==> config.mk <==
export PLATFORM = sky130hd
export DESIGN_NAME = lcd_stream_to_video_out
export DESIGN_NICKNAME = d
export VERILOG_FILES = /design/src/rtl/lcd_video_pkg.sv /design/src/rtl/lcd_timing_gen.sv /design/src/rtl/lcd_stream_to_video_out.sv
export SDC_FILE = /design/constraint.sdc
export NUM_CORES = 1
export LEC_CHECK = 0
export BUFFER_PORTS_ARGS = -buffer_cell sky130_fd_sc_hd__buf_2
export CAP_MARGIN = 20
export CORE_ASPECT_RATIO = 0.5
export CORE_MARGIN = 5
export CORE_UTILIZATION = 30
export DETAILED_ROUTE_END_ITERATION = 7
export PLACE_DENSITY = 0.62
export REMOVE_ABC_BUFFERS = 1
export SLEW_MARGIN = 5
export SYNTH_ARGS = -nofsm -noshare
export SYNTH_HDL_FRONTEND = slang
export SYNTH_SLANG_ARGS = --single-unit
==> constraint.sdc <==
create_clock -name clk -period 2.5 [get_ports clk]
set_input_delay 0.5 -clock clk [delete_from_list [all_inputs] [get_ports clk]]
set_output_delay 0.5 -clock clk [all_outputs]
set_load 0.03 [all_outputs]
==> src/rtl/lcd_video_pkg.sv <==
// Shared definitions for the LCD video output path: stream-lock states,
// default 800x480 panel timing and the colour-bar palette used by the
// optional test pattern (LCD_TEST_PATTERN_EN).
package lcd_video_pkg;

  // Default panel timing (800x480)
  localparam int DEF_H_ACTIVE = 800;
  localparam int DEF_H_FRONT  = 40;
  localparam int DEF_H_SYNC   = 128;
  localparam int DEF_H_BACK   = 88;
  localparam int DEF_V_ACTIVE = 480;
  localparam int DEF_V_FRONT  = 13;
  localparam int DEF_V_SYNC   = 3;
  localparam int DEF_V_BACK   = 32;

  // Stream lock state: searching for SOP, holding SOP for frame start, locked
  typedef enum logic [1:0] {
    HUNT = 2'd0,
    WAIT = 2'd1,
    RUN  = 2'd2
  } stream_state_t;

  // Colour-bar palette, left to right across the active line
  localparam logic [23:0] BAR_WHITE   = 24'hFF_FF_FF;
  localparam logic [23:0] BAR_YELLOW  = 24'hFF_FF_00;
  localparam logic [23:0] BAR_CYAN    = 24'h00_FF_FF;
  localparam logic [23:0] BAR_GREEN   = 24'h00_FF_00;
  localparam logic [23:0] BAR_MAGENTA = 24'hFF_00_FF;
  localparam logic [23:0] BAR_RED     = 24'hFF_00_00;
  localparam logic [23:0] BAR_BLUE    = 24'h00_00_FF;
  localparam logic [23:0] BAR_BLACK   = 24'h00_00_00;

  function automatic logic [23:0] colour_bar(input logic [2:0] idx);
    logic [23:0] rgb;
    case (idx)
      3'd0:    rgb = BAR_WHITE;
      3'd1:    rgb = BAR_YELLOW;
      3'd2:    rgb = BAR_CYAN;
      3'd3:    rgb = BAR_GREEN;
      3'd4:    rgb = BAR_MAGENTA;
      3'd5:    rgb = BAR_RED;
      3'd6:    rgb = BAR_BLUE;
      default: rgb = BAR_BLACK;
    endcase
    return rgb;
  endfunction

endpackage

==> src/rtl/lcd_timing_gen.sv <==
// Raster timing generator: free-running h/v counters advanced on pix_ce,
// with combinational active/sync/frame-position flags for the parent FSM.
module lcd_timing_gen
  import lcd_video_pkg::*;
#(
  parameter int H_ACTIVE = DEF_H_ACTIVE,
  parameter int H_FRONT  = DEF_H_FRONT,
  parameter int H_SYNC   = DEF_H_SYNC,
  parameter int H_BACK   = DEF_H_BACK,
  parameter int V_ACTIVE = DEF_V_ACTIVE,
  parameter int V_FRONT  = DEF_V_FRONT,
  parameter int V_SYNC   = DEF_V_SYNC,
  parameter int V_BACK   = DEF_V_BACK,
  localparam int HW = $clog2(H_ACTIVE + H_FRONT + H_SYNC + H_BACK),
  localparam int VW = $clog2(V_ACTIVE + V_FRONT + V_SYNC + V_BACK)
) (
  input  logic          clk,
  input  logic          reset_n,
  input  logic          pix_ce,
  output logic [HW-1:0] h_count,
  output logic          active,
  output logic          hsync,
  output logic          vsync,
  output logic          frame_start,
  output logic          last_pixel
);

  localparam int H_TOTAL = H_ACTIVE + H_FRONT + H_SYNC + H_BACK;
  localparam int V_TOTAL = V_ACTIVE + V_FRONT + V_SYNC + V_BACK;
  localparam logic [HW-1:0] H_LAST = HW'(H_TOTAL - 1);
  localparam logic [VW-1:0] V_LAST = VW'(V_TOTAL - 1);

  logic [HW-1:0] h_q;
  logic [VW-1:0] v_q;
  logic [31:0]   h32;
  logic [31:0]   v32;

  // Advance the raster one pixel per pix_ce, wrapping line then frame
  always_ff @(posedge clk or negedge reset_n) begin
    if (!reset_n) begin
      h_q <= '0;
      v_q <= '0;
    end else if (pix_ce) begin
      if (h_q == H_LAST) begin
        h_q <= '0;
        v_q <= (v_q == V_LAST) ? '0 : v_q + 1'b1;
      end else begin
        h_q <= h_q + 1'b1;
      end
    end
  end

  // Compare in 32 bits so sync windows ending exactly at the total never overflow
  assign h32 = 32'(h_q);
  assign v32 = 32'(v_q);

  assign h_count     = h_q;
  assign active      = (h32 < H_ACTIVE) && (v32 < V_ACTIVE);
  assign hsync       = (h32 >= H_ACTIVE + H_FRONT) && (h32 < H_ACTIVE + H_FRONT + H_SYNC);
  assign vsync       = (v32 >= V_ACTIVE + V_FRONT) && (v32 < V_ACTIVE + V_FRONT + V_SYNC);
  assign frame_start = (h32 == 0) && (v32 == 0);
  assign last_pixel  = (h32 == H_ACTIVE - 1) && (v32 == V_ACTIVE - 1);

endmodule

==> src/rtl/lcd_stream_to_video_out.sv <==
// Terminal stage of the LCD path: locks an Avalon-ST pixel stream (one packet
// per frame) to the raster, drives the parallel RGB panel pins and blanks or
// resynchronises on underflow and framing errors.
// Optional build macro LCD_TEST_PATTERN_EN adds a test_pattern input that
// replaces the stream with eight vertical colour bars.
module lcd_stream_to_video_out
  import lcd_video_pkg::*;
#(
  parameter int H_ACTIVE = DEF_H_ACTIVE,
  parameter int H_FRONT  = DEF_H_FRONT,
  parameter int H_SYNC   = DEF_H_SYNC,
  parameter int H_BACK   = DEF_H_BACK,
  parameter int V_ACTIVE = DEF_V_ACTIVE,
  parameter int V_FRONT  = DEF_V_FRONT,
  parameter int V_SYNC   = DEF_V_SYNC,
  parameter int V_BACK   = DEF_V_BACK
) (
  input  logic        clk,
  input  logic        reset_n,
  input  logic        pix_ce,
`ifdef LCD_TEST_PATTERN_EN
  input  logic        test_pattern,
`endif
  output logic        in_ready,
  input  logic        in_valid,
  input  logic [31:0] in_data,
  input  logic        in_startofpacket,
  input  logic        in_endofpacket,
  input  logic [1:0]  in_empty,
  output logic        lcd_hsync_n,
  output logic        lcd_vsync_n,
  output logic        lcd_de,
  output logic [7:0]  lcd_r,
  output logic [7:0]  lcd_g,
  output logic [7:0]  lcd_b,
  output logic        underflow,
  output logic        sync_err
);

  localparam int HW = $clog2(H_ACTIVE + H_FRONT + H_SYNC + H_BACK);

  stream_state_t state_q, state_d;
  logic          run_q;
  logic [HW-1:0] h_count;
  logic          active, hsync, vsync, frame_start, last_pixel;
  logic [23:0]   pix_rgb;
  logic          underflow_d, sync_err_d;
  logic          tp_on;
  logic [23:0]   bar_rgb;
  logic          unused_bits;

  assign unused_bits = ^{in_data[31:24], in_empty};

  lcd_timing_gen #(
    .H_ACTIVE (H_ACTIVE),
    .H_FRONT  (H_FRONT),
    .H_SYNC   (H_SYNC),
    .H_BACK   (H_BACK),
    .V_ACTIVE (V_ACTIVE),
    .V_FRONT  (V_FRONT),
    .V_SYNC   (V_SYNC),
    .V_BACK   (V_BACK)
  ) u_timing (
    .clk         (clk),
    .reset_n     (reset_n),
    .pix_ce      (pix_ce),
    .h_count     (h_count),
    .active      (active),
    .hsync       (hsync),
    .vsync       (vsync),
    .frame_start (frame_start),
    .last_pixel  (last_pixel)
  );

`ifdef LCD_TEST_PATTERN_EN
  // Bars are at least one pixel wide so tiny test rasters stay well defined
  localparam int BAR_W = (H_ACTIVE / 8 > 0) ? H_ACTIVE / 8 : 1;
  logic [31:0] bar_idx32;
  logic [2:0]  bar_idx;

  assign bar_idx32 = 32'(h_count) / BAR_W;
  assign bar_idx   = (bar_idx32 > 32'd7) ? 3'd7 : bar_idx32[2:0];
  assign bar_rgb   = colour_bar(bar_idx);
  assign tp_on     = test_pattern;
`else
  logic unused_h;

  assign unused_h = ^h_count;
  assign bar_rgb  = 24'h0;
  assign tp_on    = 1'b0;
`endif

  // Ready is held low for the first clock after reset release
  always_ff @(posedge clk or negedge reset_n) begin
    if (!reset_n) run_q <= 1'b0;
    else          run_q <= 1'b1;
  end

  // Sink ready: drain junk while hunting, take SOP only at frame start, then one beat per active pixel
  always_comb begin
    in_ready = 1'b0;
    if (run_q) begin
      if (tp_on) begin
        in_ready = in_valid;
      end else begin
        case (state_q)
          HUNT:    in_ready = in_valid && !in_startofpacket;
          WAIT:    in_ready = pix_ce && frame_start && in_startofpacket;
          RUN:     in_ready = pix_ce && active && !in_startofpacket;
          default: in_ready = 1'b0;
        endcase
      end
    end
  end

  // Lock state transitions, pixel colour selection and error pulse generation
  always_comb begin
    state_d     = state_q;
    pix_rgb     = 24'h0;
    underflow_d = 1'b0;
    sync_err_d  = 1'b0;
    if (run_q) begin
      if (tp_on) begin
        state_d = HUNT;
        pix_rgb = active ? bar_rgb : 24'h0;
      end else begin
        case (state_q)
          HUNT: begin
            if (in_valid && in_startofpacket) state_d = WAIT;
          end
          WAIT: begin
            if (pix_ce && frame_start && in_valid && in_startofpacket) begin
              pix_rgb = in_data[23:0];
              state_d = RUN;
            end else if (in_valid && !in_startofpacket) begin
              state_d = HUNT;
            end
          end
          RUN: begin
            if (pix_ce && active) begin
              if (!in_valid) begin
                underflow_d = 1'b1;
                state_d     = HUNT;
              end else if (in_startofpacket) begin
                sync_err_d = 1'b1;
                state_d    = WAIT;
              end else begin
                pix_rgb = in_data[23:0];
                if (last_pixel) begin
                  if (in_endofpacket) begin
                    state_d = WAIT;
                  end else begin
                    sync_err_d = 1'b1;
                    state_d    = HUNT;
                  end
                end else if (in_endofpacket) begin
                  sync_err_d = 1'b1;
                  state_d    = HUNT;
                end
              end
            end
          end
          default: state_d = HUNT;
        endcase
      end
    end
  end

  // Lock state register
  always_ff @(posedge clk or negedge reset_n) begin
    if (!reset_n) state_q <= HUNT;
    else          state_q <= state_d;
  end

  // Panel pins registered together on pix_ce; error pulses last exactly one clock
  always_ff @(posedge clk or negedge reset_n) begin
    if (!reset_n) begin
      lcd_hsync_n <= 1'b1;
      lcd_vsync_n <= 1'b1;
      lcd_de      <= 1'b0;
      lcd_r       <= 8'h0;
      lcd_g       <= 8'h0;
      lcd_b       <= 8'h0;
      underflow   <= 1'b0;
      sync_err    <= 1'b0;
    end else begin
      underflow <= underflow_d;
      sync_err  <= sync_err_d;
      if (pix_ce) begin
        lcd_hsync_n <= !hsync;
        lcd_vsync_n <= !vsync;
        lcd_de      <= active;
        lcd_r       <= pix_rgb[23:16];
        lcd_g       <= pix_rgb[15:8];
        lcd_b       <= pix_rgb[7:0];
      end
    end
  end

endmodule

==> metrics.cfg, run 1 <==
[run_status]
outcome=finished with violations
violations=setup timing

[pwr]
clockPowerShare=0.359
pwr-share-comb=0.193
p_per_area_nw_per_um2=629
p_leak_uw=0.00172
sequentialPowerShare=0.448
p_int_uw=1580
netSwitchingFraction=0.273
p_sw_uw=592
peakVddDrop_v=0.000265

[placed_design]
hpwlAfterDp_um=4840
dpl_cell_area_um2=3250
port_buffers=59
finalWeightedCongestion=0.909

[floorplanning]
core_area_um2=8620
die_area_um2=10800
fp.dieW_um=142
ios=70
rows=24
initial_core_util=0.304
die_h_um=76.1

[cts]
clk_latency_ns=0.29
cts_buffers=5
htree_levels=2
clk_path_buf_depth=2
cts.sinks=53
clk_pin_slew_ns=0.07
cts-root-buf=clkbuf_16
cts_tree=done

[critical_path]
worstReg2RegStart=u_timing.v_q[0]$_DFFE_PN0P_
r2r_slack_ns=-0.09
crit_path_end_kind=output port
crit_type=reg2out
start_kind=register
worst-endpoint-arrival_ns=2.31
worst-path-max-fanout=2
reg2regPathDepth=10
cp.required_ns=2.00
rr_endpoint=state_q[0]$_DFFE_PN0P_

[logic_synthesis]
ys_seq_area_frac=0.508
ys_warn_count=0
synth_common_cells=dfrtp_1, a22o_2, nand2_1, nor2_1, inv_1
async_flop_share=1.00
ys_ff_latch=53
syn-cell-area_um2=2620
synth_most_common_cell=dfrtp_1
yosysTopAreaCell=dfrtp_1
synth_area_leaders=dfrtp_1, a22o_2, ha_1
synth_edf_count=0
synth-main-ff-cell=dfrtp_1
syn_inst=240
synth_cell_types=48
syn_avg_cell_area_um2=10.9
netlist.area_leader.share=0.488

[sta]
setup_tns_ns=-0.404
hold_violations=0
fmax_mhz=355
fin_ws_ns=-0.314
relSlewSlack=0.501
clock_skew_ns=0.00831
rsz0062_at_grt=true
worstMarginPinSlew_ns=0.748
drv_slew=0
fin_crit_sh=1.13
holdWs_ns=0.273
finalCriticalPeriod_ns=2.81
finalSetupViolCount=2

[cells_and_area]
stdcell_area_um2=3450
final_core_util=0.400
area_delta_synth_final_pct=31.7
nets=383
drive_above_1_share=0.422
diodes=0

[hold_path]
min_path_type=in2async

[drt]
viasPerCell=4.82
drtAntennaViolNets=0
wirelength_um=6500
via_count=2164
drc=0
firstDrtPassIters=4
drtIter0Drc=158
post_drt_wl_per_cell_um=14.5

[global_routing]
antenna_found_initial=0
grt_pass1_vias=2260
grt-ovfl-total=0
grt.total_usage=0.121
grt_max_degree=34
grt_pass1_wl_um=11000

[flow_run]
maxCapViolCount=0

-- through the flow --
step | instances | setup WS (ns) | total power [uW]
finish | 449 | -0.314 | 2170
CTS | 449 | -0.323 | 2180
global placement | 441 | -0.172 | 1370
detailed placement | 441 | -0.173 | 1390
floorplan | 231 | -0.555 | 1190
global route | 449 | -0.406 | 2280
-- state kept, by name, summed over array words and instances, names as in the netlist --
name / count
lcd_g: 8
u_timing.v_q: 10
sync_err: 1
lcd_b: 8
underflow: 1
lcd_vsync_n: 1
run_q: 1
lcd_hsync_n: 1
lcd_de: 1
u_timing.h_count: 11
lcd_r: 8
state_q: 2
-- cells in the final DEF, fill, tap and decap left out, drive strengths merged, types with 2 or more instances in the layout --
master	Yosys	final
a21oi	5	5
a22o	24	24
a31oi	2	2
and3	4	4
buf	3	93
clkbuf	5	6
dfrtp	51	51
dfstp	2	2
ha	12	12
inv	14	14
mux2	2	2
nand2	17	17
nand2b	3	3
nand3	4	4
nand3b	2	2
nand4	10	10
nand4b	2	2
nor2	16	16
nor3	10	10
nor4	2	2
o2111ai	2	2
o211ai	3	3
o21ai	12	12
o31ai	2	2
or3	4	4
or4	3	3
xnor2	7	7
xor2	5	5
-- routing by layer --
layer  track usage  routed length [um]  vias up
met1         0.152                2890     1060
li1              -                   -     1050
met5             0                   0        -
met4        0.0431                 103        0
met2         0.210                3250       43
met3        0.0207                 262       11
-- worst max path at each step --
stage,slack [ns],end,cells past startpoint,from
final,-0.31,in_ready,5,u_timing.v_q[7]$_DFFE_PN0P_
after global routing,-0.41,in_ready,8,u_timing.v_q[1]$_DFFE_PN0P_
after CTS,-0.32,in_ready,5,u_timing.v_q[7]$_DFFE_PN0P_
after detailed placement,-0.17,in_ready,5,u_timing.v_q[4]$_DFFE_PN0P_
after global placement,-0.17,in_ready,5,u_timing.v_q[4]$_DFFE_PN0P_
after floorplan,-0.55,in_ready,4,u_timing.v_q[4]$_DFFE_PN0P_
-- kinds of logic after synthesis --
| kind of cell | after synthesis | share of synthesized area |
|---|---|---|
| muxes | 3 | 0.0124 |
| DFF | 53 | 0.508 |
| and+or+nand+nor | 81 | 0.166 |
| xor gates and xnor gates | 12 | 0.0402 |
| other | 1 | 0.00143 |
| adders and majority gates | 12 | 0.0574 |
| AOI/OAI and AO/OA | 55 | 0.169 |
| buffers and inverters | 23 | 0.0459 |
-- what timing repair did --
item | in CTS | in global routing
hold buffers | 0 | 0
setup endpoints to repair | 3 | 3
setup buffers | 0 | 0
cloned | 0 | 0
resized for setup | 7 | 1
pin swaps | 3 | 1
-- critical path, stage by stage (launching register included) --
cell and delay (ns):
dfrtp_1 0.37, or4_4 0.54, or3_4 0.35, or3_4 0.34, a311oi_2 0.22, buf_4 0.21
-- power groups by stage --
| stage | Sequential, uW | Combinational [uW] | Clock, uW |
|---|---|---|---|
| 2_1_floorplan | 992 | 201 | 0 |
| 3_3_place_gp | 984 | 387 | 0 |
| 3_5_place_dp | 986 | 401 | 0 |
| 4_1_cts | 970 | 413 | 801 |
| 5_1_grt | 978 | 472 | 833 |
| 6_report | 971 | 419 | 779 |
-- final cells by class --
cell class	count	area, um2
clock buffer	6	129
clock inverter	2	38.8
fill	823	5170
inverter	14	52.6
multi-input combinational	164	1200
sequential	53	1330
tap	117	146
timing repair buffer	93	553
Note: power is estimated with default switching activity, not from simulation.
==> inputs of run 2 (changes only) <==
==> constraint.sdc (replaced) <==
create_clock -name clk -period 2.5 [get_ports clk]
set_input_delay 0.25 -clock clk [delete_from_list [all_inputs] [get_ports clk]]
set_output_delay 0.25 -clock clk [all_outputs]
set_load 0.03 [all_outputs]
==> metrics.cfg, run 2 (synthesis results as in run 1) <==
[cells_and_area]
final_cell_mix=buf_2, dfrtp_1, a22o_2
drive_above_1_share=0.419
final_common_cell=buf_2
diodes=0
area_delta_synth_final_pct=28.3
nets=371
final_core_util=0.390
fillerInstances=845
largest_reg_flops=11

[run_status]
violations=setup timing
outcome=finished with violations

[drt]
firstDrtPassIters=4
viasPerCell=4.87
via_count=2129
post_drt_wl_per_cell_um=14.3
drtIter0Drc=138
drc=0
drtAntennaViolNets=0
wirelength_um=6270

[cts]
clk_latency_ns=0.29
clk_path_buf_depth=2
cts-root-buf=clkbuf_16
cts_buffers=5
cts.sinks=53
htree_levels=2
cts_tree=done
clk_pin_slew_ns=0.07

[sta]
fmax_mhz=383
finalCriticalPeriod_ns=2.61
setup_tns_ns=-0.111
holdWs_ns=0.174
drv_slew=0
clock_skew_ns=0.00465
finalSetupViolCount=1
rsz0062_at_grt=true
fin_crit_sh=1.04
relSlewSlack=0.661
hold_violations=0
fin_ws_ns=-0.111
worstMarginPinSlew_ns=0.509

[hold_path]
min_path_type=in2reg

[floorplanning]
ios=70
initial_core_util=0.304
rows=24
core_area_um2=8620
die_area_um2=10800
die_h_um=76.1
fp.dieW_um=142

[critical_path]
reg2regPathDepth=11
endpoint=in_ready
crit_type=reg2out
rr_endpoint=state_q[0]$_DFFE_PN0P_
worst-endpoint-arrival_ns=2.36
worst-path-max-fanout=2
r2r_slack_ns=0.08
worstSetupStartpoint=u_timing.v_q[6]$_DFFE_PN0P_
crit_path_end_kind=output port
worstReg2RegStart=u_timing.v_q[0]$_DFFE_PN0P_
start_kind=register
cp.required_ns=2.25

[global_routing]
grt_max_degree=41
grt_pass1_vias=2116
grt-ovfl-total=0
grt.total_usage=0.117
antenna_found_initial=0
grt_pass1_wl_um=10600

[pwr]
p_leak_uw=0.00163
p_per_area_nw_per_um2=610
peakVddDrop_v=0.000260

[placed_design]
hpwlAfterDp_um=4660
dp_slack_ns=-0.120
finalWeightedCongestion=0.867
port_buffers=59

[flow_run]
maxCapViolCount=0

## run 2: cell types whose count changed in the layout (fill, tap and decap cells not counted), sizes merged
cell,previous run,this run
clkinvlp,0,3
clkbuf,6,5
dlygate4sd3,0,1
bufinv,1,0
clkinv,1,0
buf,93,80
## run 2: area by class of cell
class                           instances  area [um2]  area share
Inverter                               14        52.6      0.0156
Clock buffer                            5         125      0.0373
Timing Repair Buffer                   81         465       0.139
Tap cell                              117         146      0.0436
Multi-Input combinational cell        164        1220       0.363
Clock inverter                          3        22.5     0.00671
Sequential cell                        53        1330       0.396
## run 2: where the power goes
part / switching [uW] / total, uW / internal (uW)
Combinational: 212 / 382 / 169
Clock: 317 / 688 / 371
Sequential: 66.2 / 980 / 914
Total: 596 / 2050 / 1450
## run 2: worst min path at each step
stage,depth (start not counted),to,start,slack [ns]
4_1_cts,2,lcd_g[5]$_DFFE_PN0P_,in_data[13],0.16
5_1_grt,2,lcd_r[4]$_DFFE_PN0P_,in_data[20],0.17
2_1_floorplan,0,lcd_b[0]$_DFFE_PN0P_,reset_n,-0.05
3_3_place_gp,1,u_timing.v_q[4]$_DFFE_PN0P_,reset_n,0.15
6_report,2,lcd_g[5]$_DFFE_PN0P_,in_data[13],0.17
3_5_place_dp,1,u_timing.v_q[6]$_DFFE_PN0P_,reset_n,0.16
## run 2: timing repair
action,CTS,global route
gates resized for setup,11,3
pin swaps,5,1
hold buffers,1,0
hold endpoints to repair,13,0
setup endpoints to repair,3,2
setup buffers,0,1
## run 2: per-stage QoR
step	power [uW]	cell area (um2)	instances
6_report	2050	3360	437
5_1_grt	2160	3360	437
4_1_cts	2060	3340	436
3_5_place_dp	1350	3140	427
3_3_place_gp	1340	3140	427
2_1_floorplan	1190	2550	231
## run 2: worst max-delay path: stages (launching register included)
cell and delay [ns]:
dfrtp_1 0.38, or4_4 0.54, or3_4 0.35, or3_4 0.34, a311oi_2 0.24, buf_4 0.21
## run 2: per-layer routing
layer | track usage | part of all wire
met5 | 0 | 0
met4 | 0.0441 | 0.013
met3 | 0.0207 | 0.041
met2 | 0.194 | 0.50
met1 | 0.152 | 0.45
==> inputs of run 3 (changes only) <==
SETUP_SLACK_MARGIN = 0.1   (was default)
==> metrics.cfg, run 3 (synthesis results as in run 1) <==
[floorplanning]
rows=24
initial_core_util=0.304
die_h_um=76.1
fp.dieW_um=142
die_area_um2=10800
ios=70
core_area_um2=8620

[global_routing]
grt_max_degree=41
grt.total_usage=0.117
antenna_found_initial=0
grt_pass1_vias=2116
grt_pass1_wl_um=10600
grt-ovfl-total=0

[sta]
fin_crit_sh=1.04
setup_tns_ns=-0.112
fin_ws_ns=-0.112
finalSetupViolCount=1
relSlewSlack=0.656
hold_violations=0
holdWs_ns=0.174
finalCriticalPeriod_ns=2.61
fmax_mhz=383
drv_slew=0
rsz0062_at_grt=true
clock_skew_ns=0.00372
worstMarginPinSlew_ns=0.516

[placed_design]
port_buffers=59
hpwlAfterDp_um=4660
dp_slack_ns=-0.120
finalWeightedCongestion=0.867

[critical_path]
worst-endpoint-arrival_ns=2.36
start_kind=register
worst-path-max-fanout=2
critPathMostFrequentCell=or3_4
cp.required_ns=2.25
cpLargestDelayFamily=simple AND/OR/NAND/NOR gates
crit_path_end_kind=output port
worst-path-buf-inv=1
slowest_delay_ns=0.54
worstPathCellList=or4_4 -> or3_4 -> or3_4 -> a311oi_2 -> buf_4
cp_slowest_cell=or4_4
crit_type=reg2out

[cells_and_area]
fillerInstances=845
final_cell_mix=buf_2, dfrtp_1, a22o_2
diodes=0
drive_above_1_share=0.422
largest_reg_flops=11
final_common_cell=buf_2
nets=371
area_delta_synth_final_pct=28.7

[run_status]
violations=setup timing
outcome=finished with violations

[cts]
cts_buffers=5
cts.sinks=53
clk_path_buf_depth=2
clk_pin_slew_ns=0.07
cts_tree=done
clk_latency_ns=0.29
htree_levels=2
cts-root-buf=clkbuf_16

[drt]
firstDrtPassIters=4
wirelength_um=6300
via_count=2161
drtIter0Drc=115
viasPerCell=4.95
drc=0
drtAntennaViolNets=0
post_drt_wl_per_cell_um=14.4

[pwr]
p_sw_uw=597
p_leak_uw=0.00164
p_int_uw=1450
pwr-share-comb=0.186
peakVddDrop_v=0.000258
clockPowerShare=0.336
sequentialPowerShare=0.478
p_per_area_nw_per_um2=609
netSwitchingFraction=0.291

[hold_path]
min_path_type=in2reg

[flow_run]
maxCapViolCount=0

## run 3: cell counts in the layout (fill, tap and decap cells not counted)
Identical to the previous run, type by type.
## run 3: per-layer routing
| metal | routed length (um) | up-vias | track usage |
|---|---|---|---|
| met3 | 272 | 7 | 0.0207 |
| met2 | 3150 | 42 | 0.194 |
| li1 | - | 1029 | - |
| met5 | 0 | - | 0 |
| met4 | 80 | 0 | 0.0441 |
| met1 | 2800 | 1083 | 0.152 |
## run 3: path summary, 6_finish.rpt
check | cells after the start | from | end | slack (ns)
max | 5 | u_timing.v_q[6]$_DFFE_PN0P_ | in_ready | -0.11
max reg2reg | 11 | u_timing.v_q[0]$_DFFE_PN0P_ | state_q[0]$_DFFE_PN0P_ | 0.07
max in group asynchronous | 3 | reset_n | lcd_hsync_n$_DFFE_PN1P_ | 1.29
min in group asynchronous | 2 | reset_n | u_timing.v_q[6]$_DFFE_PN0P_ | 0.38
min reg2reg | 2 | lcd_hsync_n$_DFFE_PN1P_ | lcd_hsync_n$_DFFE_PN1P_ | 0.49
min | 2 | in_data[13] | lcd_g[5]$_DFFE_PN0P_ | 0.17
## run 3: per-stage QoR
step / instances / instance area [um2] / utilization / total power (uW)
finish: 437 / 3370 / 0.391 / 2050
CTS: 436 / 3340 / 0.388 / 2070
global placement: 427 / 3140 / 0.365 / 1340
floorplan: 231 / 2550 / - / 1190
global route: 437 / 3370 / 0.391 / 2160
detailed placement: 427 / 3140 / 0.365 / 1350
## run 3: power by group through the flow
stage / Combinational (uW) / Clock, uW / Sequential [uW]
final: 382 / 689 / 980
after global routing: 424 / 746 / 989
after CTS: 375 / 719 / 978
after detailed placement: 359 / 0 / 991
after global placement: 351 / 0 / 989
after floorplan: 201 / 0 / 992
## run 3: timing repair
action | 4_1_cts | 5_1_grt
setup endpoints to repair | 19 | 28
gates cloned | 0 | 0
resized for setup | 12 | 5
endpoints found under the hold margin | 13 | 0
setup buffers | 0 | 1
hold buffers | 1 | 0
pin swaps | 5 | 2
## run 3: area by class of cell
class,count,area [um2],share of cell area
timing repair buffer,81,473,0.140
inverter,14,52.6,0.0156
tap,117,146,0.0435
clock inverter,3,22.5,0.00669
multi-input combinational,164,1220,0.362
sequential,53,1330,0.395
clock buffer,5,125,0.0371
